### config.mk
export PLATFORM = sky130hd
export DESIGN_NAME = fetch_sequencer_flat
export DESIGN_NICKNAME = d
export VERILOG_FILES = /design/src/rtl/fetch_sequencer_if.sv /design/src/rtl/fetch_sequencer.sv /design/src/flat_wrapper.sv
export SDC_FILE = /design/constraint.sdc
export NUM_CORES = 1
export LEC_CHECK = 0
export CORE_AREA = 2 2 79 81
export CTS_BUF_LIST = sky130_fd_sc_hd__clkbuf_16
export DETAILED_ROUTE_END_ITERATION = 10
export DIE_AREA = 0 0 81 83
export DONT_BUFFER_PORTS = 1
export GPL_TIMING_DRIVEN = 0
export HOLD_SLACK_MARGIN = 0.03
export PLACE_DENSITY = 0.74
export SYNTH_ARGS = -nofsm -noshare
export SYNTH_HDL_FRONTEND = slang
export SYNTH_SLANG_ARGS = --single-unit
### constraint.sdc
create_clock -name clk -period 4.7 [get_ports clk]
set_input_delay 0.94 -clock clk [delete_from_list [all_inputs] [get_ports clk]]
set_output_delay 0.94 -clock clk [all_outputs]
set_load 0.02 [all_outputs]
### src/rtl/fetch_sequencer_if.sv
// Fetch-control bundle between the pipeline (master) and fetch_sequencer (slave).
// Optional macro FETCH_PERF_EN adds the performance-counter outputs.
interface fetch_sequencer_if;
  // D/M-stage inputs to the sequencer
  logic [31:0] pc_f;
  logic        stall;
  logic [1:0]  npc_sel;
  logic        br_taken;
  logic [31:0] target_b;
  logic [31:0] target_j;
  logic [31:0] target_jr;
  logic        exc_req;
  logic        eret_req;
  logic [31:0] epc;
  // Outputs toward the IFU and debug
  logic [31:0] pc_next;
  logic        pc_en;
  logic        flush_fd;
  logic        target_misaligned;
  logic        stall_timeout;
  logic [1:0]  state;
`ifdef FETCH_PERF_EN
  logic [31:0] perf_stall_cycles;
  logic [31:0] perf_redirects;
`endif

  modport master (
    output pc_f, stall, npc_sel, br_taken, target_b, target_j, target_jr,
    output exc_req, eret_req, epc,
`ifdef FETCH_PERF_EN
    input  perf_stall_cycles, perf_redirects,
`endif
    input  pc_next, pc_en, flush_fd, target_misaligned, stall_timeout, state
  );

  modport slave (
    input  pc_f, stall, npc_sel, br_taken, target_b, target_j, target_jr,
    input  exc_req, eret_req, epc,
`ifdef FETCH_PERF_EN
    output perf_stall_cycles, perf_redirects,
`endif
    output pc_next, pc_en, flush_fd, target_misaligned, stall_timeout, state
  );
endinterface

### src/rtl/fetch_sequencer.sv
// Next-PC selection for the instruction-fetch unit: exception vector, eret,
// stall hold, D-stage redirect, or sequential PC+4, with a one-cycle redirect
// blackout after exception/eret and a sticky stall watchdog.
// Optional macro FETCH_PERF_EN adds stall-cycle and redirect counters.
module fetch_sequencer #(
  parameter logic [31:0] RESET_PC    = 32'h0000_3000,
  parameter logic [31:0] EXC_VECTOR  = 32'h0000_4180,
  parameter int unsigned STALL_LIMIT = 64
) (
  input logic              clk,
  input logic              reset,
  fetch_sequencer_if.slave bus
);

  typedef enum logic [1:0] {
    StRun     = 2'd0,
    StExcBlk  = 2'd1,
    StEretBlk = 2'd2
  } state_e;

  localparam logic [7:0] StallLimit = 8'(STALL_LIMIT);

  state_e      state_q, state_d;
  logic [7:0]  wd_cnt_q, wd_cnt_d;
  logic        timeout_q, timeout_d;

  logic        d_hit;
  logic [31:0] d_target;
  logic [31:0] pc_next;
  logic        pc_en;
  logic        flush_fd;

  // Decode the D-stage redirect request; untaken branch counts as sequential.
  always_comb begin
    d_hit    = 1'b0;
    d_target = bus.target_b;
    case (bus.npc_sel)
      2'b01: begin
        d_hit    = bus.br_taken;
        d_target = bus.target_b;
      end
      2'b10: begin
        d_hit    = 1'b1;
        d_target = bus.target_j;
      end
      2'b11: begin
        d_hit    = 1'b1;
        d_target = bus.target_jr;
      end
      default: ;
    endcase
  end

  // Prioritised next-PC selection and FSM next state.
  always_comb begin
    pc_next  = bus.pc_f + 32'd4;
    pc_en    = 1'b1;
    flush_fd = 1'b0;
    state_d  = StRun;
    if (reset) begin
      pc_next  = RESET_PC;
      pc_en    = 1'b0;
      flush_fd = 1'b1;
      state_d  = StRun;
    end else if (bus.exc_req) begin
      pc_next  = EXC_VECTOR;
      flush_fd = 1'b1;
      state_d  = StExcBlk;
    end else if (bus.eret_req) begin
      pc_next  = bus.epc;
      flush_fd = 1'b1;
      state_d  = StEretBlk;
    end else if (bus.stall) begin
      // D operands may be stale; blackout states hold until a free cycle.
      pc_next = bus.pc_f;
      pc_en   = 1'b0;
      if (state_q == StExcBlk || state_q == StEretBlk) begin
        state_d = state_q;
      end
    end else if (state_q == StRun && d_hit) begin
      pc_next = d_target;
    end
  end

  // Watchdog next state: saturating run length of consecutive stalls.
  always_comb begin
    wd_cnt_d = 8'd0;
    if (bus.stall) begin
      wd_cnt_d = (wd_cnt_q == 8'hff) ? 8'hff : wd_cnt_q + 8'd1;
    end
    timeout_d = timeout_q | (wd_cnt_d >= StallLimit);
  end

  // FSM and watchdog registers, synchronous reset.
  always_ff @(posedge clk) begin
    if (reset) begin
      state_q   <= StRun;
      wd_cnt_q  <= 8'd0;
      timeout_q <= 1'b0;
    end else begin
      state_q   <= state_d;
      wd_cnt_q  <= wd_cnt_d;
      timeout_q <= timeout_d;
    end
  end

`ifdef FETCH_PERF_EN
  logic [31:0] perf_stall_q;
  logic [31:0] perf_red_q;
  logic        redir_evt;

  assign redir_evt = bus.exc_req | bus.eret_req |
                     (~bus.stall & (state_q == StRun) & d_hit);

  // Performance counters; both wrap naturally at 2^32.
  always_ff @(posedge clk) begin
    if (reset) begin
      perf_stall_q <= 32'd0;
      perf_red_q   <= 32'd0;
    end else begin
      if (!pc_en) perf_stall_q <= perf_stall_q + 32'd1;
      if (redir_evt) perf_red_q <= perf_red_q + 32'd1;
    end
  end

  assign bus.perf_stall_cycles = perf_stall_q;
  assign bus.perf_redirects    = perf_red_q;
`endif

  assign bus.pc_next           = pc_next;
  assign bus.pc_en             = pc_en;
  assign bus.flush_fd          = flush_fd;
  assign bus.target_misaligned = |pc_next[1:0];
  assign bus.stall_timeout     = timeout_q;
  assign bus.state             = state_q;

endmodule

### src/flat_wrapper.sv
// flat-port wrapper written by rule: the top's interface ports become plain ports
module fetch_sequencer_flat 
#(
  parameter logic [31:0] RESET_PC    = 32'h0000_3000,
  parameter logic [31:0] EXC_VECTOR  = 32'h0000_4180,
  parameter int unsigned STALL_LIMIT = 64
)
  (clk, reset, bus_pc_f, bus_stall, bus_npc_sel, bus_br_taken, bus_target_b, bus_target_j, bus_target_jr, bus_exc_req, bus_eret_req, bus_epc, bus_pc_next, bus_pc_en, bus_flush_fd, bus_target_misaligned, bus_stall_timeout, bus_state);
  fetch_sequencer_if bus_i ();
  input logic clk;
  input logic reset;
  input wire logic [$bits(bus_i.pc_f)-1:0] bus_pc_f;
  input wire logic [$bits(bus_i.stall)-1:0] bus_stall;
  input wire logic [$bits(bus_i.npc_sel)-1:0] bus_npc_sel;
  input wire logic [$bits(bus_i.br_taken)-1:0] bus_br_taken;
  input wire logic [$bits(bus_i.target_b)-1:0] bus_target_b;
  input wire logic [$bits(bus_i.target_j)-1:0] bus_target_j;
  input wire logic [$bits(bus_i.target_jr)-1:0] bus_target_jr;
  input wire logic [$bits(bus_i.exc_req)-1:0] bus_exc_req;
  input wire logic [$bits(bus_i.eret_req)-1:0] bus_eret_req;
  input wire logic [$bits(bus_i.epc)-1:0] bus_epc;
  output wire logic [$bits(bus_i.pc_next)-1:0] bus_pc_next;
  output wire logic [$bits(bus_i.pc_en)-1:0] bus_pc_en;
  output wire logic [$bits(bus_i.flush_fd)-1:0] bus_flush_fd;
  output wire logic [$bits(bus_i.target_misaligned)-1:0] bus_target_misaligned;
  output wire logic [$bits(bus_i.stall_timeout)-1:0] bus_stall_timeout;
  output wire logic [$bits(bus_i.state)-1:0] bus_state;
  assign bus_i.pc_f = bus_pc_f;
  assign bus_i.stall = bus_stall;
  assign bus_i.npc_sel = bus_npc_sel;
  assign bus_i.br_taken = bus_br_taken;
  assign bus_i.target_b = bus_target_b;
  assign bus_i.target_j = bus_target_j;
  assign bus_i.target_jr = bus_target_jr;
  assign bus_i.exc_req = bus_exc_req;
  assign bus_i.eret_req = bus_eret_req;
  assign bus_i.epc = bus_epc;
  assign bus_pc_next = bus_i.pc_next;
  assign bus_pc_en = bus_i.pc_en;
  assign bus_flush_fd = bus_i.flush_fd;
  assign bus_target_misaligned = bus_i.target_misaligned;
  assign bus_stall_timeout = bus_i.stall_timeout;
  assign bus_state = bus_i.state;
  fetch_sequencer #(.RESET_PC(RESET_PC), .EXC_VECTOR(EXC_VECTOR), .STALL_LIMIT(STALL_LIMIT)) u_core (.clk(clk), .reset(reset), .bus(bus_i));
endmodule
# After elaboration in Yosys (flattened, before gate mapping)
# Cells that the tools add are included.
totals:
  elab_cells: 42
  output_inout_bits: 38
  reg_bits: 11
  inputBits: 168
op_classes:
  n_eq_ne: 8
  bitwise: 1
  reduce_logical: 6
  n_lt_le_gt_ge: 1
  add_sub_neg: 2
  mux: 20
op_table:
  columns: ["cell", "n"]
  rows:
  - ["$mux 32", 5]
  - ["$pmux 32 s2", 1]
  - ["$add 32x3->32 const B", 1]
  - ["$mux 8", 2]
  - ["$add 8x1->8 const B", 1]
  - ["$eq 8x8->1 const B", 1]
  - ["$ge 8x7->1 const B", 1]
  - ["$mux 1", 8]
  - ["$eq 2x2->1 const B", 3]
  - ["$mux 2", 3]
  - ["$reduce_or 2->1", 3]
  - ["$eq 2x1->1 const B", 2]
  - ["$ne 4x4->1 const B", 1]
  - ["$ne 3x3->1 const B", 1]
  - ["$logic_not 2->1", 1]
  - ["$pmux 1 s2", 1]
  - ["$logic_and 1x1->1", 1]
  - ["$logic_or 1x1->1", 1]
  - ["$or 1x1->1", 1]

# Depth between registers and ports, before layout
# Gate-level depths: netlist (run 1).
logic_depth:
  ltp_word: 10
  ltp_mapped: 8
  depth_no_buf: 7

# Least setup slack after synthesis (run 1)
# OpenSTA, ideal clock, no wires.
synth_timing:
  path_kind: "input -> output"
  start: "input port bus_pc_f[2]"
  end: "output port bus_pc_next[12]"
  setup_slack_ps: 942
  n_path_buf: 1
  t_required_ps: 3760
  arrival_time_ps: 2818
  stages: 7
  cell_sequence: "ha_1 > nand3_1 > or3_1 > buf_2 > nor4_1 > a211oi_1 > o311ai_0"
synth_between:
  elab_chain_len: 6
synth_rtl:
  columns: ["element", "line", "source"]
  rows:
  - ["start: declaration", "flat_wrapper.sv:12", "input wire logic [$bits(bus_i.pc_f)-1:0] bus_pc_f;"]
  - ["$add 32x3->32", "fetch_sequencer.sv:56", "pc_next = bus.pc_f + 32'd4;"]
  - ["$mux 32", "fetch_sequencer.sv:80", "end else if (state_q == StRun && d_hit) begin"]
  - ["$mux 32", "fetch_sequencer.sv:73", "end else if (bus.stall) begin"]
  - ["$mux 32", "fetch_sequencer.sv:69", "end else if (bus.eret_req) begin"]
  - ["$mux 32", "fetch_sequencer.sv:65", "end else if (bus.exc_req) begin"]
  - ["$mux 32", "fetch_sequencer.sv:60", "if (reset) begin"]
  - ["end: declaration", "flat_wrapper.sv:22", "output wire logic [$bits(bus_i.pc_next)-1:0] bus_pc_next;"]
# Every way passes these cells.

# Final worst setup path (run 1)
layout_timing:
  start: "input port bus_npc_sel[0]"
  end: "output port bus_pc_next[12]"
layout_between:
  elab_chain_len: 9
  word_cells_on_any_way: 12
  classes_between: "3 x eq/ne; 7 x mux; 2 x reduce/logical"
layout_rtl:
  columns: ["element", "line", "source"]
  rows:
  - ["start: declaration", "flat_wrapper.sv:14", "input wire logic [$bits(bus_i.npc_sel)-1:0] bus_npc_sel;"]
  - ["$eq 2x2->1", "fetch_sequencer.sv:37", "case (bus.npc_sel)"]
  - ["$reduce_or 2->1 (no source line)", null, null]
  - ["$pmux 1 s2", "fetch_sequencer.sv:37", null]
  - ["$logic_and 1x1->1", "fetch_sequencer.sv:80", null]
  - ["$mux 32 (*)", "fetch_sequencer.sv:80", null]
  - ["$mux 32 (*)", "fetch_sequencer.sv:73", null]
  - ["$mux 32 (*)", "fetch_sequencer.sv:69", null]
  - ["$mux 32 (*)", "fetch_sequencer.sv:65", null]
  - ["$mux 32 (*)", "fetch_sequencer.sv:60", null]
# Mark *: on every way between the ends. The rest lies on a longest branch, timed or not.

==> qor.yml, run 1 <==
synth_xor_area_share_pct: 0.930
final_area_mm2: 0.00300
power_mw: 0.486
grt_start_max_net_pins: 11
synthMuxAreaShare_pct: 17.8
viasPerCell: 7.31
synth_warnings: 0
die_area_mm2: 0.00672
dpl_cell_area_mm2: 0.00292
wl_per_cell_um: 24.7
final_cell_mix: "a21oi_1, nor2_1, mux2i_1, nand2_1, clkbuf_1"
drt-initial-drc-count: 359
diodes: 0
async_flop_share_pct: 0
ys.flop_type: "dfxtp_1"
hold_viol: 0
ys_ff_latch: 11
outcome: "completed"
layout_commonest_cell: "a21oi_1"
synth_top_family_by_area: "compound AO/OA/AOI/OAI gates"
hold_path.class: "register to register"
antenna_found_initial: 0
crit_type: "primary input to primary output"
grt_use_met1_pct: 43.9
cp_max_fo: 7
final_core_utilization_pct: 51.5
cp_slowest_cell: "o311ai_0"
synth_area_per_cell_um2: 6.68
syn_area_mm2: 0.00283
synthSimpleGateAreaFrac_pct: 30.4
layout-drive-gt1-share_pct: 9.13
final_nets: 599
worst_setup_path_end_kind: "primary output"
yosysSeqAreaShare_pct: 7.79
core_mm2: 0.00582
cts.sinks: 11
grt_usage_pct: 34.4
max-slew-margin-rel_pct: 12.9
drc: 0
dpl.hpwl_mm: 9.87
final_max_slew_viol_count: 0
post-route-min-period_ps: 4400
post_cts_buffers: 0
crit_path_max_incr_delay_ps: 1060
io_pins: 206
dr.pass1.iters: 5
crit_path_start_kind: "primary input"
grt_util_met2_pct: 55.5
synth_edf_count: 0
ir_worst_vdd_uv: 237
cts_hold_buf: 0
wl_mm: 12.4
cts_tree: "built"
p_leak_nw: 1.08
grt_busiest_layer: "met2"
clk_path_buf_depth: 2
clkLatencyLatePin_ps: 240
clockRootBuffer: "clkbuf_16"
grtUsageMet3_pct: 8.70
initial_core_util_pct: 48.6
synth_fa_ha_area_share_pct: 1.33
row_count: 28
place.gp.congestion: 0.925
path_clk_slew_ps: 40
synthDominantCellAreaShare_pct: 13.5
finalSetupViolCount: 0
grt_overflow: 0
grt_pass1_vias: 3425
tightestPinTransition_ps: 1290
finClkSkew_ps: 2.29
netlist-cell-type-count: 63
fmax_ghz: 0.227
worstPathArrival_ps: 3460
final.period_utilization_pct: 93.7
critPathRequiredTime_ps: 3760
fp.dieH_um: 83
via_count: 3668
p_per_area_mw_per_mm2: 162
crit_family: "compound AO/OA/AOI/OAI gates"
port_buffers: 0
syn_to_final_growth_pct: 6.11
synthCells: 423
synth_area_leaders: "mux2i_1, a21oi_1, dfxtp_1, nor2_1, nand2_1"
htreeDepth: 1
ant_nets: 0
crit_buf_inv: 1
grt_pass1_wl_mm: 18.1
cts_buffers: 3
cp_cell_sequence: "buf_2, a21oi_1, nor3_1, a32o_1, a211oi_1, o311ai_0"
maxCapViolCount: 0
rsz0062_at_grt: "no"
die_w_um: 81
synth-compound-area-share_pct: 34.3
synthesis.nets: 594
cts.repair.resized: 0
final.setup.tns_ps: 0
yosys.area.top_type: "mux2i_1"
cell type report:
| cell class | count | area [µm²] |
|---|---|---|
| well taps | 75 | 93.8 |
| inverters | 13 | 48.8 |
| multi-input cells | 364 | 2400 |
| flip-flops and latches | 11 | 220 |
| clock inverters | 1 | 3.75 |
| fillers | 623 | 2820 |
| clock buffers | 3 | 75.1 |
| plain buffers | 35 | 159 |
final timing paths:
path	end	depth (start not counted)	start	slack [ps]
worst max-delay path	bus_pc_next[12]	6	bus_npc_sel[0]	300
worst min-delay path	u_core.wd_cnt_q[0]	1	u_core.wd_cnt_q[0]	480
worst max register to register	u_core.bus.stall_timeout	5	u_core.wd_cnt_q[0]	3200
worst min register to register	u_core.wd_cnt_q[0]	1	u_core.wd_cnt_q[0]	480
sequential cells by signal, summed over array words and instances, names as in the netlist:
register and flops:
u_core.wd_cnt_q 8, u_core.bus.state 2, u_core.bus.stall_timeout 1
power by group:
part	internal, mW	switching (mW)	leakage [nW]
clock	0.112	0.0423	0.0423
combinational	0.0783	0.156	0.949
sequential	0.0954	0.00241	0.0893
total	0.285	0.200	1.08
per-stage QoR:
step / setup WS, ps / std cells / hold slack [ps]
final: 296 / 502 / 481
after global routing: 127 / 502 / 508
after CTS: 354 / 502 / 479
after detailed placement: 354 / 498 / 473
after global placement: 374 / 498 / 444
after floorplan: 942 / 423 / 431
synthesized netlist by cell type, types with 3 or more instances:
master	count
a31oi_1	6
clkbuf_1	22
buf_1	3
buf_2	7
o221ai_1	8
nand2_1	36
nand4_1	8
and4_1	5
and3_1	6
mux2i_1	38
o31ai_1	4
a311oi_1	5
o22ai_1	13
o21ai_0	21
a21oi_1	49
nor4_1	12
inv_1	10
ha_1	3
a211oi_1	8
mux2_2	10
a2111oi_0	3
o21a_1	4
nand3_1	18
nor3_1	14
dfxtp_1	11
a221oi_1	4
nor2_1	45
per-layer routing:
metal  vias up  part of all wire (%)
li1       1655                     -
met1      1680                    38
met2       293                    46
met3        40                    12
met4         0                   3.7
met5         -                     0
cell families after synthesis:
family | after synthesis
AO/OA/AOI/OAI | 146
XOR/XNOR | 3
adder cells (fa/ha/maj) | 3
buffers and inverters | 48
flip-flops | 11
multiplexers | 49
AND/OR/NAND/NOR | 163
Note: power is estimated with default switching activity, not from simulation.
==> run 2, diff against run 1 <==
--- a/config.mk
+++ b/config.mk
@@ -16,3 +16,4 @@
 export SYNTH_ARGS = -nofsm -noshare
 export SYNTH_HDL_FRONTEND = slang
 export SYNTH_SLANG_ARGS = --single-unit
+export TNS_END_PERCENT = 100
==> results of run 2 <==
Same layout as run 1: the final DEF is identical, and so are final timing and power.
==> run 3, diff against run 2 <==
--- a/config.mk
+++ b/config.mk
@@ -5,6 +5,7 @@
 export SDC_FILE = /design/constraint.sdc
 export NUM_CORES = 1
 export LEC_CHECK = 0
+export CAP_MARGIN = 20
 export CORE_AREA = 2 2 79 81
 export CTS_BUF_LIST = sky130_fd_sc_hd__clkbuf_16
 export DETAILED_ROUTE_END_ITERATION = 10
@@ -13,6 +14,7 @@
 export GPL_TIMING_DRIVEN = 0
 export HOLD_SLACK_MARGIN = 0.03
 export PLACE_DENSITY = 0.74
+export SLEW_MARGIN = 30
 export SYNTH_ARGS = -nofsm -noshare
 export SYNTH_HDL_FRONTEND = slang
 export SYNTH_SLANG_ARGS = --single-unit
==> run 3 against run 2 <==
Effect of this change: fmax increased by 6.7%; design area rose by 0.58%; die area is the same; clock skew increased by 1.7 ps; count of clock-buffer cells in the layout did not move; power about the same; critical path depth increased by 1.
==> qor.yml, run 3 (synthesis results as in run 1) <==
cp_max_fo: 10
final_nets: 599
maxCapViolCount: 0
final_max_slew_viol_count: 0
r2r_end: "u_core.bus.stall_timeout"
clk_path_buf_depth: 2
ant_nets: 0
grt_pass1_vias: 3460
grt_pass1_wl_mm: 18.1
cp_cell_sequence: "buf_2, clkinv_1, nand3_1, clkbuf_1, o22ai_1, o21a_1, nor4_1"
seqCellArea_um2: 220
finalSetupViolCount: 0
outcome: "completed"
cts.sinks: 11
dr.pass1.iters: 5
p_per_area_mw_per_mm2: 161
antenna_found_initial: 0
reg2reg_depth: 5
hold_viol: 0
final_core_utilization_pct: 51.9
initial_core_util_pct: 48.6
grt_start_max_net_pins: 11
die_w_um: 81
clkLatencyLatePin_ps: 240
worst_hold_slack_ps: 482
die_area_mm2: 0.00672
diodes: 0
p_leak_nw: 1.08
crit_type: "primary input to primary output"
grt_overflow: 0
rsz0062_at_grt: "no"
final.period_utilization_pct: 87.8
layout_commonest_cell: "a21oi_1"
row_count: 28
r2r_slack_ps: 3190
cts_hold_buf: 0
cts_buffers: 3
multi_input_area_mm2: 0.00241
drc: 0
fmax_ghz: 0.242
fp.dieH_um: 83
core_mm2: 0.00582
cts.repair.resized: 0
post_cts_buffers: 0
layout-drive-gt1-share_pct: 9.84
max-slew-margin-rel_pct: 36.2
grt_usage_pct: 34.3
drt-initial-drc-count: 319
crit_path_start_kind: "primary input"
cp_slowest_cell: "nor4_1"
clockRootBuffer: "clkbuf_16"
htreeDepth: 1
viasPerCell: 7.45
worstPathArrival_ps: 3190
crit_path_max_incr_delay_ps: 800
hold_path_depth: 1
holdCritStartpoint: "u_core.wd_cnt_q[0]"
dpl.hpwl_mm: 9.91
wl_per_cell_um: 24.9
filler_cell_count: 636
path_clk_slew_ps: 40
final.setup.tns_ps: 0
place.gp.congestion: 0.925
cts_tree: "built"
tightestPinTransition_ps: 948
top_register: "u_core.wd_cnt_q"
critPathRequiredTime_ps: 3760
hold_end: "u_core.wd_cnt_q[0]"
wl_mm: 12.5
final_cell_mix: "a21oi_1, nor2_1, mux2i_1, nand2_1, clkbuf_1"
ir_worst_vdd_uv: 184
io_pins: 206
post-route-min-period_ps: 4130
largest_reg_flops: 8
worst_setup_path_end_kind: "primary output"
hold_path.class: "register to register"
syn_to_final_growth_pct: 6.73
via_count: 3740
port_buffers: 0
finClkSkew_ps: 3.95
r2r_start: "u_core.wd_cnt_q[0]"
## run 3: area by class of cell
type / count / area share, %
multi-input combinational: 364 / 80.1
inverter: 13 / 1.62
clock buffer: 3 / 2.49
tap: 75 / 3.11
buffer: 35 / 5.27
clock inverter: 1 / 0.124
sequential: 11 / 7.30
## run 3: power breakdown
group / internal (mW) / switching [mW]
sequential: 0.0954 / 0.00237
clock: 0.112 / 0.0402
combinational: 0.0791 / 0.157
## run 3: per-layer routing
layer / share of wire [%] / global-route usage (%) / vias up
li1: - / - / 1657
met1: 38 / 44.4 / 1758
met2: 47 / 56.3 / 288
met3: 11 / 6.63 / 37
met4: 2.8 / 11.4 / 0
met5: 0 / 0 / -
## run 3: worst max-delay path: cells and delay by family
kind | cells | cell delay [ps]
simple gates | 2 | 1060
buf+inv | 3 | 830
compound gates | 2 | 340
## run 3: stage by stage
step                setup WS (ps)  std cells  area, µm²  power, mW
finish                        573        502       3020      0.486
global route                  435        502       3020      0.507
CTS                           618        502       3010      0.478
detailed placement            621        498       2930      0.328
global placement              374        498       2920      0.323
floorplan                     942        423       2830      0.276
## run 3: worst max-delay path by stage
stage | start | to | slack [ps] | cells past startpoint
after CTS | bus_stall | bus_pc_next[20] | 620 | 7
final | bus_stall | bus_pc_next[20] | 570 | 7
after floorplan | bus_pc_f[2] | bus_pc_next[12] | 940 | 7
after detailed placement | bus_stall | bus_pc_next[20] | 620 | 7
after global placement | bus_npc_sel[0] | bus_pc_next[12] | 370 | 6
after global routing | bus_stall | bus_pc_next[20] | 440 | 7
